## src/rtl/hazard_pkg.sv

```systemverilog
// Shared encodings for the hazard scoreboard: forwarding selects and the
// per-unit writeback FSM state type.
package hazard_pkg;

   // Forwarding mux selects for the E-stage operands
   localparam logic [1:0] FWD_RF = 2'b00;
   localparam logic [1:0] FWD_W  = 2'b01;
   localparam logic [1:0] FWD_M  = 2'b10;

   // Multi-cycle unit FSM state
   typedef logic [1:0] unit_state_t;
   localparam unit_state_t UNIT_IDLE = 2'd0;
   localparam unit_state_t UNIT_BUSY = 2'd1;
   localparam unit_state_t UNIT_WAIT = 2'd2;

   // M-stage result has priority over W-stage result
   function automatic logic [1:0] fwd_sel(input logic match_m, input logic match_w);
      if (match_m)      return FWD_M;
      else if (match_w) return FWD_W;
      else              return FWD_RF;
   endfunction

endpackage

```

## src/rtl/hazard_unit_fsm.sv

```systemverilog
// Tracks one multi-cycle unit from dispatch to register-file writeback and
// remembers the destination register captured at dispatch.
module hazard_unit_fsm
   import hazard_pkg::*;
#(
   parameter int ADDR_W = 4
) (
   input  logic              clk,
   input  logic              reset,
   input  logic              start,
   input  logic              done,
   input  logic              grant,
   input  logic [ADDR_W-1:0] wa_in,
   output unit_state_t       state,
   output logic [ADDR_W-1:0] wa
);

   unit_state_t       state_q, state_d;
   logic [ADDR_W-1:0] wa_q, wa_d;

   // Next state: dispatch -> BUSY; Done waits in WAIT until granted, or goes
   // straight back to IDLE when the grant arrives with Done
   always_comb begin
      state_d = state_q;
      wa_d    = wa_q;
      case (state_q)
         UNIT_IDLE: begin
            if (start) begin
               state_d = UNIT_BUSY;
               wa_d    = wa_in;
            end
         end
         UNIT_BUSY: begin
            if (done) state_d = grant ? UNIT_IDLE : UNIT_WAIT;
         end
         UNIT_WAIT: begin
            if (grant) state_d = UNIT_IDLE;
         end
         default: state_d = UNIT_IDLE;
      endcase
   end

   // State and destination register flops; reset discards any operation
   always_ff @(posedge clk) begin
      if (reset) begin
         state_q <= UNIT_IDLE;
         wa_q    <= '0;
      end else begin
         state_q <= state_d;
         wa_q    <= wa_d;
      end
   end

   assign state = state_q;
   assign wa    = wa_q;

endmodule

```

## src/rtl/hazard_scoreboard.sv

```systemverilog
// Pipeline hazard unit with forwarding, load-use stall, and a register
// scoreboard for multi-cycle units sharing the single regfile write port.
// Optional performance counters: define HAZARD_SB_PERF_EN.
//
// Unit writeback handshake: a unit raises UnitDone[i] and holds it until it
// sees UnitGrant[i] high in the same cycle; the writeback transfers on that
// edge. UnitGrant is one-hot, only goes to a unit in BUSY/WAIT, and is
// withheld while the pipeline's own W stage writes (RegWriteW).
module hazard_scoreboard
   import hazard_pkg::*;
#(
   parameter int NUM_REGS = 16,
   parameter int ADDR_W   = 4,
   parameter int NUM_MCU  = 2
) (
   input  logic                CLK,
   input  logic                RESET,
   input  logic [ADDR_W-1:0]   RA1D,
   input  logic [ADDR_W-1:0]   RA2D,
   input  logic [ADDR_W-1:0]   WA3D,
   input  logic [ADDR_W-1:0]   RA1E,
   input  logic [ADDR_W-1:0]   RA2E,
   input  logic [ADDR_W-1:0]   RA2M,
   input  logic [ADDR_W-1:0]   WA3E,
   input  logic [ADDR_W-1:0]   WA3M,
   input  logic [ADDR_W-1:0]   WA3W,
   input  logic                RegWriteD,
   input  logic                RegWriteE,
   input  logic                RegWriteM,
   input  logic                RegWriteW,
   input  logic                MemtoRegE,
   input  logic                MemtoRegW,
   input  logic                MemWriteM,
   input  logic                PCSrcE,
   input  logic                CacheStall,
   input  logic [NUM_MCU-1:0]  UnitStartD,
   input  logic [NUM_MCU-1:0]  UnitDone,
   output logic [NUM_MCU-1:0]  UnitGrant,
   output logic                UnitWbValid,
   output logic [ADDR_W-1:0]   UnitWbWA,
   output logic [1:0]          ForwardAE,
   output logic [1:0]          ForwardBE,
   output logic                ForwardM,
   output logic                StallF,
   output logic                StallD,
   output logic                StallE,
   output logic                StallM,
   output logic                FlushD,
   output logic                FlushE,
   output logic [NUM_REGS-1:0] SbPending,
   output logic [31:0]         StallCnt,
   output logic [31:0]         FlushCnt
);

   localparam int OWN_W = (NUM_MCU > 1) ? $clog2(NUM_MCU) : 1;

   logic [NUM_REGS-1:0] pending_q, pending_d;
   logic [OWN_W-1:0]    owner_q [NUM_REGS];
   logic [OWN_W-1:0]    owner_d [NUM_REGS];

   unit_state_t         unit_state [NUM_MCU];
   logic [ADDR_W-1:0]   unit_wa    [NUM_MCU];
   logic [NUM_MCU-1:0]  unit_busy;
   logic [NUM_MCU-1:0]  unit_start;
   logic [NUM_MCU-1:0]  start_sel;
   logic [OWN_W-1:0]    start_idx;
   logic [NUM_MCU-1:0]  grant_vec;
   logic [OWN_W-1:0]    grant_idx;
   logic [ADDR_W-1:0]   wb_wa;
   logic                ldrstall, sbstall, dispatch_ok;

   // Out-of-range addresses (when 2**ADDR_W > NUM_REGS) are never pending
   function automatic logic pend_rd(input logic [NUM_REGS-1:0] p, input logic [ADDR_W-1:0] a);
      return (int'(a) < NUM_REGS) ? p[a] : 1'b0;
   endfunction

   // Forwarding selects and store-data forward
   always_comb begin
      ForwardAE = fwd_sel((RA1E == WA3M) && RegWriteM, (RA1E == WA3W) && RegWriteW);
      ForwardBE = fwd_sel((RA2E == WA3M) && RegWriteM, (RA2E == WA3W) && RegWriteW);
      ForwardM  = (RA2M == WA3W) && MemWriteM && MemtoRegW && RegWriteW;
   end

   // Lowest-index dispatch request wins
   always_comb begin
      start_sel = '0;
      start_idx = '0;
      for (int i = 0; i < NUM_MCU; i++) begin
         if (UnitStartD[i] && (start_sel == '0)) begin
            start_sel[i] = 1'b1;
            start_idx    = OWN_W'(i);
         end
      end
   end

   // Writeback arbiter: lowest active unit with Done, none while W writes
   always_comb begin
      grant_vec = '0;
      grant_idx = '0;
      wb_wa     = '0;
      for (int i = 0; i < NUM_MCU; i++) begin
         unit_busy[i] = (unit_state[i] != UNIT_IDLE);
         if (!RegWriteW && UnitDone[i] && unit_busy[i] && (grant_vec == '0)) begin
            grant_vec[i] = 1'b1;
            grant_idx    = OWN_W'(i);
            wb_wa        = unit_wa[i];
         end
      end
   end

   // Hazard detection, stalls, flushes and dispatch acceptance
   always_comb begin
      ldrstall    = ((RA1D == WA3E) || (RA2D == WA3E)) && MemtoRegE && RegWriteE;
      sbstall     = pend_rd(pending_q, RA1D) || pend_rd(pending_q, RA2D) ||
                    (RegWriteD && pend_rd(pending_q, WA3D)) || |(start_sel & unit_busy);
      StallF      = ldrstall || sbstall || CacheStall;
      StallD      = ldrstall || sbstall || CacheStall;
      StallE      = CacheStall;
      StallM      = CacheStall;
      FlushD      = PCSrcE;
      FlushE      = PCSrcE || ((ldrstall || sbstall) && !CacheStall);
      dispatch_ok = (|UnitStartD) && RegWriteD && !StallD && !FlushD;
      unit_start  = dispatch_ok ? start_sel : '0;
   end

   // Scoreboard next state: grant clears first so a same-cycle dispatch set wins
   always_comb begin
      pending_d = pending_q;
      owner_d   = owner_q;
      if ((|grant_vec) && (int'(wb_wa) < NUM_REGS) && (owner_q[wb_wa] == grant_idx)) begin
         pending_d[wb_wa] = 1'b0;
      end
      if (dispatch_ok && (int'(WA3D) < NUM_REGS)) begin
         pending_d[WA3D] = 1'b1;
         owner_d[WA3D]   = start_idx;
      end
   end

   // Scoreboard flops
   always_ff @(posedge CLK) begin
      if (RESET) begin
         pending_q <= '0;
         for (int r = 0; r < NUM_REGS; r++) owner_q[r] <= '0;
      end else begin
         pending_q <= pending_d;
         for (int r = 0; r < NUM_REGS; r++) owner_q[r] <= owner_d[r];
      end
   end

   for (genvar g = 0; g < NUM_MCU; g++) begin : g_unit
      hazard_unit_fsm #(
         .ADDR_W (ADDR_W)
      ) u_fsm (
         .clk   (CLK),
         .reset (RESET),
         .start (unit_start[g]),
         .done  (UnitDone[g]),
         .grant (grant_vec[g]),
         .wa_in (WA3D),
         .state (unit_state[g]),
         .wa    (unit_wa[g])
      );
   end

   assign UnitGrant   = grant_vec;
   assign UnitWbValid = |grant_vec;
   assign UnitWbWA    = wb_wa;
   assign SbPending   = pending_q;

`ifdef HAZARD_SB_PERF_EN
   logic [31:0] stall_cnt_q, stall_cnt_d;
   logic [31:0] flush_cnt_q, flush_cnt_d;

   // Saturating stall/flush cycle counters
   always_comb begin
      stall_cnt_d = stall_cnt_q;
      flush_cnt_d = flush_cnt_q;
      if (StallD && (stall_cnt_q != 32'hFFFF_FFFF)) stall_cnt_d = stall_cnt_q + 32'd1;
      if (FlushE && (flush_cnt_q != 32'hFFFF_FFFF)) flush_cnt_d = flush_cnt_q + 32'd1;
   end

   // Counter flops
   always_ff @(posedge CLK) begin
      if (RESET) begin
         stall_cnt_q <= '0;
         flush_cnt_q <= '0;
      end else begin
         stall_cnt_q <= stall_cnt_d;
         flush_cnt_q <= flush_cnt_d;
      end
   end

   assign StallCnt = stall_cnt_q;
   assign FlushCnt = flush_cnt_q;
`else
   assign StallCnt = '0;
   assign FlushCnt = '0;
`endif

endmodule

```

## config.mk

```make
export PLATFORM = sky130hd
export DESIGN_NAME = hazard_scoreboard
export DESIGN_NICKNAME = d
export VERILOG_FILES = /design/src/rtl/hazard_pkg.sv /design/src/rtl/hazard_unit_fsm.sv /design/src/rtl/hazard_scoreboard.sv
export SDC_FILE = /design/constraint.sdc
export NUM_CORES = 1
export LEC_CHECK = 0
export ABC_AREA = 1
export CAP_MARGIN = 20
export CORE_UTILIZATION = 46
export DETAILED_ROUTE_END_ITERATION = 12
export PLACE_DENSITY_LB_ADDON = 0.15
export SLEW_MARGIN = 20
export SYNTH_ARGS = -nofsm -noshare
export SYNTH_HDL_FRONTEND = slang
export SYNTH_SLANG_ARGS = --single-unit
```

## constraint.sdc

```tcl
create_clock -name CLK -period 2.27 [get_ports CLK]
set_input_delay 0.3405 -clock CLK [delete_from_list [all_inputs] [get_ports CLK]]
set_output_delay 0.3405 -clock CLK [all_outputs]
set_load 0.01 [all_outputs]
```

# ---- Word level (Yosys, flattened, before mapping)
# Cells that the tools add are included.
dict set report classes {
  muxes 39
  n_bitwise 8
  n_reduce_logical 46
  order_cmp 9
  eq_ne 18
}
# cell count
set op_table {}
lappend op_table {{$mux W16} 2}
lappend op_table {{$eq A4 B4 Y1} 7}
lappend op_table {{$logic_and A1 B1 Y1} 24}
lappend op_table {{$mux W2} 11}
lappend op_table {{$lt A4 B5 Y1 const B} 4}
lappend op_table {{$and A16 B16 Y16} 1}
lappend op_table {{$bmux W1 S4} 4}
lappend op_table {{$bwmux W16} 1}
lappend op_table {{$not A16 Y16} 1}
lappend op_table {{$or A16 B16 Y16} 1}
lappend op_table {{$mux W1} 14}
lappend op_table {{$demux W1 S4} 3}
lappend op_table {{$pmux W2 S3} 2}
lappend op_table {{$ge A5 B5 Y1 const B} 2}
lappend op_table {{$not A4 Y5} 2}
lappend op_table {{$ge A4 B1 Y1 const B} 2}
lappend op_table {{$mux W4} 2}
lappend op_table {{$ne A2 B2 Y1 const B} 4}
lappend op_table {{$logic_or A1 B1 Y1} 7}
lappend op_table {{$reduce_and A3 Y1} 2}
lappend op_table {{$reduce_or A2 Y1} 3}
lappend op_table {{$lt A5 B1 Y1 const B} 1}
lappend op_table {{$eq A2 B1 Y1 const B} 2}
lappend op_table {{$eq A2 B2 Y1 const B} 2}
lappend op_table {{other kinds (8)} 16}
dict set report word_totals {
  ff_bits 44
  inputBits 51
}

# ---- Longest topological paths before layout
# Gate-level depths: netlist of run 1.
dict set report logic_depth {
  ltp_word 16
  depth_mapped 21
}

# ---- By module
# A second synthesis of run 1 with hierarchy kept.
dict set report hier_totals {
  cells_unflattened 657
  hier_area_um2 4015.1
}
# mod area_each_um2 cells_per_inst n_inst
set modules_own_cells {}
lappend modules_own_cells {hazard_scoreboard 3497.1 589 1}
lappend modules_own_cells {hazard_unit_fsm 259.0 34 2}

# ---- Worst setup path after synthesis of run 1
# No wires, ideal clock.
dict set report synth_path {
  path_kind {input -> output}
  startpoint {input RA1D[0]}
  endpoint {output StallF}
  cell_stages 12
  arrival_ns 1.792
  slack_ns 0.137
  path_buffers 4
  t_required_ns 1.929
  cell_sequence {buf_2 buf_2 o211ai_1 nand2_1 nor2_1 nor2_1 nor2_1 nand3_1 nor2_4 buf_4 inv_1 buf_4}
}
dict set report synth_between {
  elab_chain_len 7
}
# item line
set synth_lines {}
lappend synth_lines {{start: declaration} hazard_scoreboard.sv:18} ;# input logic [ADDR_W-1:0] RA1D,
lappend synth_lines {{$bmux W1 S4} hazard_scoreboard.sv:74} ;# return (int'(a) < NUM_REGS) ? p[a] : 1'b0;
lappend synth_lines {{$mux W1 (not written as such)} hazard_scoreboard.sv:74}
lappend synth_lines {{$logic_or A1 B1 Y1 (2 in series)} hazard_scoreboard.sv:114} ;# sbstall = pend_rd(pending_q, RA1D) || pend_rd(pending_q, RA2D) ||
lappend synth_lines {{$logic_or A1 B1 Y1} hazard_scoreboard.sv:115} ;# (RegWriteD && pend_rd(pending_q, WA3D)) || |(start_sel & unit_busy);
lappend synth_lines {{$logic_or A1 B1 Y1 * (2 in series)} -}
lappend synth_lines {{end: declaration} hazard_scoreboard.sv:44} ;# output logic StallF,
# Every way passes the cells marked *; elsewhere a longest branch is shown, timed or not. The select of a mux whose other input is x is not followed.

# ---- Worst setup path after layout of run 1
dict set report layout_path {
  startpoint {input UnitStartD[1]}
  endpoint {output FlushE}
}
dict set report layout_between {
  elab_chain_len 8
}
# item line
set layout_lines {}
lappend layout_lines {{start: declaration} hazard_scoreboard.sv:36} ;# input logic [NUM_MCU-1:0] UnitStartD,
lappend layout_lines {{$logic_and A1 B1 Y1} hazard_scoreboard.sv:89} ;# if (UnitStartD[i] && (start_sel == '0)) begin
lappend layout_lines {{$mux W1} hazard_scoreboard.sv:89}
lappend layout_lines {{$and A2 B2 Y2} hazard_scoreboard.sv:115}
lappend layout_lines {{$reduce_or A2 Y1} hazard_scoreboard.sv:115}
lappend layout_lines {{$logic_or A1 B1 Y1} hazard_scoreboard.sv:115}
lappend layout_lines {{$logic_or A1 B1 Y1} hazard_scoreboard.sv:121} ;# FlushE = PCSrcE || ((ldrstall || sbstall) && !CacheStall);
lappend layout_lines {{$logic_and A1 B1 Y1} hazard_scoreboard.sv:121}
lappend layout_lines {{$logic_or A1 B1 Y1} hazard_scoreboard.sv:121}
lappend layout_lines {{end: declaration} hazard_scoreboard.sv:49} ;# output logic FlushE,
# Every way passes these cells.

==> summary.md, run 1 <==
| Metric | Value |
|---|---|
| Outcome | finished clean |
| Dpl cell area | 5370 um2 |
| Max Clock Skew | 8.84 ps |
| Die Wd | 96.1 um |
| DRC | 0 |
| Min-Delay Path Class | primary input to flop |
| Via Count | 4658 |
| CTS tree | yes |
| Clk buf depth | 2 |
| CTS Hold Bufs | 0 |
| CORE AREA | 8380 um2 |
| Die area | 9230 um2 |
| Antenna diode count | 0 |
| Sequential area share after synthesis | 21.6% |
| Row cnt | 33 |
| Unrepaired setup endpoints after global routing | yes |
| Total GRT Usage | 28.9% |
| Area of the multi-input gates | 2620 um2 |
| Met3 Use GR | 3.71% |
| Layout cells sized above 1 | 27.0% |
| Initial antenna violation count | 0 |
| # IOs | 149 |
| TNS Setup | 0 ps |
| Synth warn | 0 |
| Count of pins over their slew limit | 0 |
| Arr. time, crit path | 1920 ps |
| Mean routed wirelength per cell | 14.2 um |
| Post-Layout Inst Area | 5880 um2 |
| EDFF count, synth | 0 |
| FF+latch area | 892 um2 |
| First-pass GRT wire length | 20.5 mm |
| Syn avg cell area | 6.30 um2 |
| Area grow syn2layout | 44.3% |
| Final Hold Fails | 0 |
| Clk Latency, worst-skew pair | 300 ps |
| Crit. End Element | primary output |
| Synth unique cells | 41 |
| H-tree Lvls | 2 |
| # clock sinks | 44 |
| # nets final | 875 |
| Placer congestion estimate | 0.897 |
| DP Wirelength | 9.98 mm |
| Root Driver | clkbuf_8 |
| DRT Pass-1 Iters | 5 |
| Starting density of the core | 48.6% |
| Slowest CP cell | clkdlybuf4s50_1 |
| Die height | 96.1 um |
| Static Leak | 3.11 nW |
| Min Tclk post-route | 2260 ps |
| Final period util | 99.6% |
| Synthesized flop and latch total | 44 |
| Cts bufs inserted | 5 |
| Most frequent cell on the critical path | nand2_1 |
| Crit path max fanout | 2 |
| Gr ovfl total | 0 |
| Setup violators final | 0 |
| Share of synthesized registers carrying an async set or reset | 0% |
| Synth Flop Type | dfxtp_1 |
| Fill cells | 691 |
| PwrDens | 307 nW/um2 |
| Port Buf Inserts | 84 |
| Met1 Usage GRT | 34.7% |
| Most Used Layer, Global Route | met2 |
| Cell Area, Synth | 4070 um2 |
| Max IR drop VDD | 0.284 mV |
| Hold WS | 377 ps |
| CP max stage delay | 440 ps |
| Highest Clock Rate | 442 MHz |
| Antenna-violating nets left | 0 |
| Delay-heaviest family, CP | buffers and inverters |
| Crit-path cells | clkdlybuf4s50_1 -> nand2_1 -> nor2_1 -> a21oi_2 -> nand2_1 -> nor2_2 -> nand3_2 -> buf_6 -> inv_2 -> o21bai_1 -> buf_2 |
| Max Cap Viol | 0 |
| Post-DR vias/cell | 5.01 |
| CP startpoint kind | primary input |
| Vias in the first global route | 4343 |
| Worst-path clk slew | 90 ps |
| Largest net degree at the start of global routing | 32 |
| CP Class | primary input to primary output |
| Mapped Cells | 646 |
| WP buf/inv | 4 |
| Routed WL | 13.2 mm |
| Starting DRT DRC Count | 331 |
| M2 GR Usage | 52.0% |
| Req. time, crit path | 1930 ps |
-- metal layers --
metal	up-vias	routed length, um
met5	-	0
met3	45	1020
met4	0	414
li1	2307	-
met1	2079	5240
met2	227	6490
-- metrics by stage --
step	total power, mW	utilization [%]	setup slack, ps	instances
floorplan	1.10	-	137	709
global placement	1.23	64.1	-792	900
detailed placement	1.24	64.1	-761	900
CTS	1.78	67.7	-13.0	921
global route	1.89	70.1	-111	930
finish	1.80	70.1	8.19	930
-- power breakdown --
group          internal [mW]  switching (mW)
Sequential             0.776         0.00369
Combinational          0.214           0.261
Clock                  0.247           0.299
Total                   1.24           0.564
-- kinds of logic after synthesis --
logic type | synth area share (%)
flops | 21.6
xor+xnor | 3.01
buf+inv | 24.6
simple gates | 37.9
compound gates | 12.8
other cells | 0.0921
-- layout make-up --
cell class,instances,area share [%]
Multi-Input combinational cell,486,44.5
Inverter,93,6.15
Clock buffer,6,1.41
Timing Repair Buffer,194,30.2
Tap cell,105,2.24
Sequential cell,44,15.2
Clock inverter,2,0.256
-- worst paths after layout --
| path | from | to | slack [ps] | cells after the start |
|---|---|---|---|---|
| worst max-delay path | UnitStartD[1] | FlushE | 8 | 11 |
| worst min-delay path | RegWriteW | g_unit[0].u_fsm.state[1] | 380 | 3 |
| worst max register to register | g_unit[0].u_fsm.state[1] | SbPending[7] | 50 | 17 |
| worst min register to register | owner_q[4] | owner_q[4] | 490 | 2 |
-- repair_timing --
action,4_1_cts,5_1_grt
setup endpoints to repair,55,47
cloned,3,0
resized for setup,79,53
buffers inserted,13,9
pin swaps,23,20
-- sequential cells by signal (all words and copies together) (netlist names) --
signal and flops:
owner_q 16, g_unit.u_fsm.wa 8, SbPending 16, g_unit.u_fsm.state 4
-- synth_stat cells (5+ instances only) --
| cell type | n | area [um2] |
|---|---|---|
| nand2_1 | 114 | 428 |
| inv_1 | 84 | 315 |
| nor2_1 | 78 | 293 |
| buf_4 | 74 | 556 |
| nand3_1 | 60 | 300 |
| dfxtp_1 | 44 | 881 |
| a21oi_1 | 27 | 135 |
| o21ai_0 | 24 | 120 |
| nand4_1 | 22 | 138 |
| nand2_2 | 20 | 125 |
| a31oi_1 | 16 | 100 |
| nand2_4 | 10 | 113 |
| xor2_1 | 10 | 87.6 |
| buf_2 | 9 | 45.0 |
| o22ai_1 | 6 | 37.5 |
| inv_2 | 5 | 18.8 |
-- layout by cell type, fill, tap and decap left out, types with 18 or more instances in the layout --
master and count:
a21oi_1 25, buf_4 91, clkdlybuf4s50_1 51, conb_1 64, dfxtp_1 35, dlygate4sd2_1 19
inv_1 73, nand2_1 109, nand2_2 21, nand3_1 57, nand4_1 22, nor2_1 69
o21ai_0 18
-- tightest hold or removal path, cell delays in order --
cell and delay, ps:
clkbuf_2 120, nand4_1 120, a21oi_1 60
Note: power is estimated with default switching activity, not from simulation.
==> run 2: changes to the inputs <==
--- a/config.mk
+++ b/config.mk
@@ -9,6 +9,7 @@
 export CAP_MARGIN = 20
 export CORE_UTILIZATION = 46
 export DETAILED_ROUTE_END_ITERATION = 12
+export HOLD_SLACK_MARGIN = 0.05
 export PLACE_DENSITY_LB_ADDON = 0.15
 export SLEW_MARGIN = 20
 export SYNTH_ARGS = -nofsm -noshare
==> results of run 2 <==
The final DEF is identical to that of run 1; final timing and power are the same.
==> run 3: changes to the inputs <==
--- a/config.mk
+++ b/config.mk
@@ -7,8 +7,10 @@
 export LEC_CHECK = 0
 export ABC_AREA = 1
 export CAP_MARGIN = 20
-export CORE_UTILIZATION = 46
+export CORE_ASPECT_RATIO = 0.75
+export CORE_UTILIZATION = 55
 export DETAILED_ROUTE_END_ITERATION = 12
+export DONT_BUFFER_PORTS = 1
 export HOLD_SLACK_MARGIN = 0.05
 export PLACE_DENSITY_LB_ADDON = 0.15
 export SLEW_MARGIN = 20
==> summary.md, run 3 (synthesized netlist as in run 1, its figures left out) <==
| Metric | Value |
|---|---|
| # IOs | 149 |
| Layout cells sized above 1 | 22.0% |
| Max Clock Skew | 7.22 ps |
| TNS Setup | 0 ps |
| Commonest cells after routing, fill and taps aside | nand2_1 (112), nor2_1 (74), inv_1 (72), conb_1 (64), nand3_1 (58) |
| Pwr Total | 1.70 mW |
| Net Sw Frac | 30.1% |
| CTS tree | yes |
| Unrepaired setup endpoints after global routing | yes |
| Commonest non-fill, non-tap cell in the layout | nand2_1 |
| # clock sinks | 44 |
| Max IR drop VDD | 0.358 mV |
| Die area | 7760 um2 |
| Normalized max-slew margin | 58.7% |
| Initial antenna violation count | 0 |
| Arr. time, crit path | 2430 ps |
| H-tree Lvls | 2 |
| Crit path max fanout | 6 |
| PwrDens | 380 nW/um2 |
| # nets final | 722 |
| CP Class | flop to flop |
| Min-Delay Path Class | primary input to flop |
| DRT Pass-1 Iters | 8 |
| Mean routed wirelength per cell | 15.5 um |
| Count of pins over their slew limit | 0 |
| Clk Latency, worst-skew pair | 310 ps |
| Sequential share of power | 45.5% |
| Final period util | 97.8% |
| Pre-CTS setup slack | 2.11 ps |
| Logic pwr share | 16.3% |
| Req. time, crit path | 2480 ps |
| Die Wd | 101 um |
| Worst-path clk slew | 100 ps |
| Final Hold Fails | 0 |
| Crit. End Element | flop |
| Antenna-violating nets left | 0 |
| Post-DR vias/cell | 5.42 |
| Root Driver | clkbuf_8 |
| NetSw | 511 uW |
| Setup violators final | 0 |
| Antenna diode count | 0 |
| Routed WL | 12.0 mm |
| Layout Cells excl Fill | 770 |
| Total GRT Usage | 29.5% |
| Highest Clock Rate | 450 MHz |
| Starting density of the core | 58.2% |
| Static Leak | 2.34 nW |
| Via Count | 4174 |
| Outcome | finished clean |
| Hold WS | 80.4 ps |
| Max Cap Viol | 0 |
| DP Wirelength | 8.95 mm |
| Gr ovfl total | 0 |
| Worst-Margin Slew | 619 ps |
| Largest net degree at the start of global routing | 22 |
| CP startpoint kind | flop |
| Cts bufs inserted | 5 |
| Min Tclk post-route | 2220 ps |
| Starting DRT DRC Count | 509 |
| Clock power share | 38.2% |
| Die height | 76.5 um |
| Vias in the first global route | 3432 |
| Cell count after placement | 747 |
| Row cnt | 26 |
| First-pass GRT wire length | 17.9 mm |
| R2r setup slk | 50 ps |
| Internal power | 1.19 mW |
| Clk buf depth | 2 |
| Final worst slack | 49.5 ps |
| Port Buf Inserts | 0 |
| Area grow syn2layout | 9.62% |
| Placer congestion estimate | 0.952 |
| CORE AREA | 6990 um2 |
| DRC | 0 |
run 3: through the flow:
step	utilization [%]	instance area (um2)
2_1_floorplan	-	4310
3_3_place_gp	57.6	4030
3_5_place_dp	57.6	4030
4_1_cts	60.0	4200
5_1_grt	63.8	4460
6_report	63.8	4460
run 3: repair_timing:
action / in CTS / in global routing
hold buffers: 0 / 0
cloned: 0 / 3
endpoints found under the setup margin: 4 / 28
pin swaps: 3 / 27
buffers inserted: 2 / 10
gates resized for setup: 13 / 61
run 3: final timing paths:
path | start | cells after the start | to
max | g_unit[0].u_fsm.state[1] | 17 | SbPending[7]
min reg2reg | owner_q[4] | 2 | owner_q[4]
min | RESET | 1 | g_unit[1].u_fsm.state[1]
max reg2reg | g_unit[0].u_fsm.state[1] | 17 | SbPending[7]
run 3: final cells by class:
type | count | area (um2)
Multi-Input combinational cell | 485 | 2540
Fill cell | 643 | 2530
Sequential cell | 44 | 921
Timing Repair Buffer | 42 | 385
Inverter | 93 | 379
Tap cell | 98 | 123
Clock buffer | 5 | 68.8
Clock inverter | 3 | 46.3
run 3: routing by layer:
layer / up-vias / wire length [um] / track usage, %
li1: 1990 / - / -
met1: 1868 / 5180 / 45.4
met2: 295 / 5200 / 42.9
met3: 21 / 1470 / 5.50
met4: 0 / 123 / 4.20
met5: - / 0 / 0
run 3: critical path: stages, from the launching register on:
cell and delay (ps):
dfxtp_2 370, inv_2 50, nand2_2 90, nand2_4 100, nand2_8 110, inv_8 60, a21boi_4 250, inv_4 80
nor2_4 170, nand2_2 90, nand2_4 90, o21ai_4 70, buf_12 150, buf_4 160, nand3_1 70, nand3_1 90
nand2_1 70, inv_1 50
run 3: power by group through the flow:
stage | registers, mW | clock network (mW) | logic, mW
after floorplan | 0.797 | 0 | 0.298
after global placement | 0.798 | 0 | 0.246
after detailed placement | 0.798 | 0 | 0.250
after CTS | 0.780 | 0.651 | 0.251
after global routing | 0.773 | 0.680 | 0.305
final | 0.772 | 0.650 | 0.276
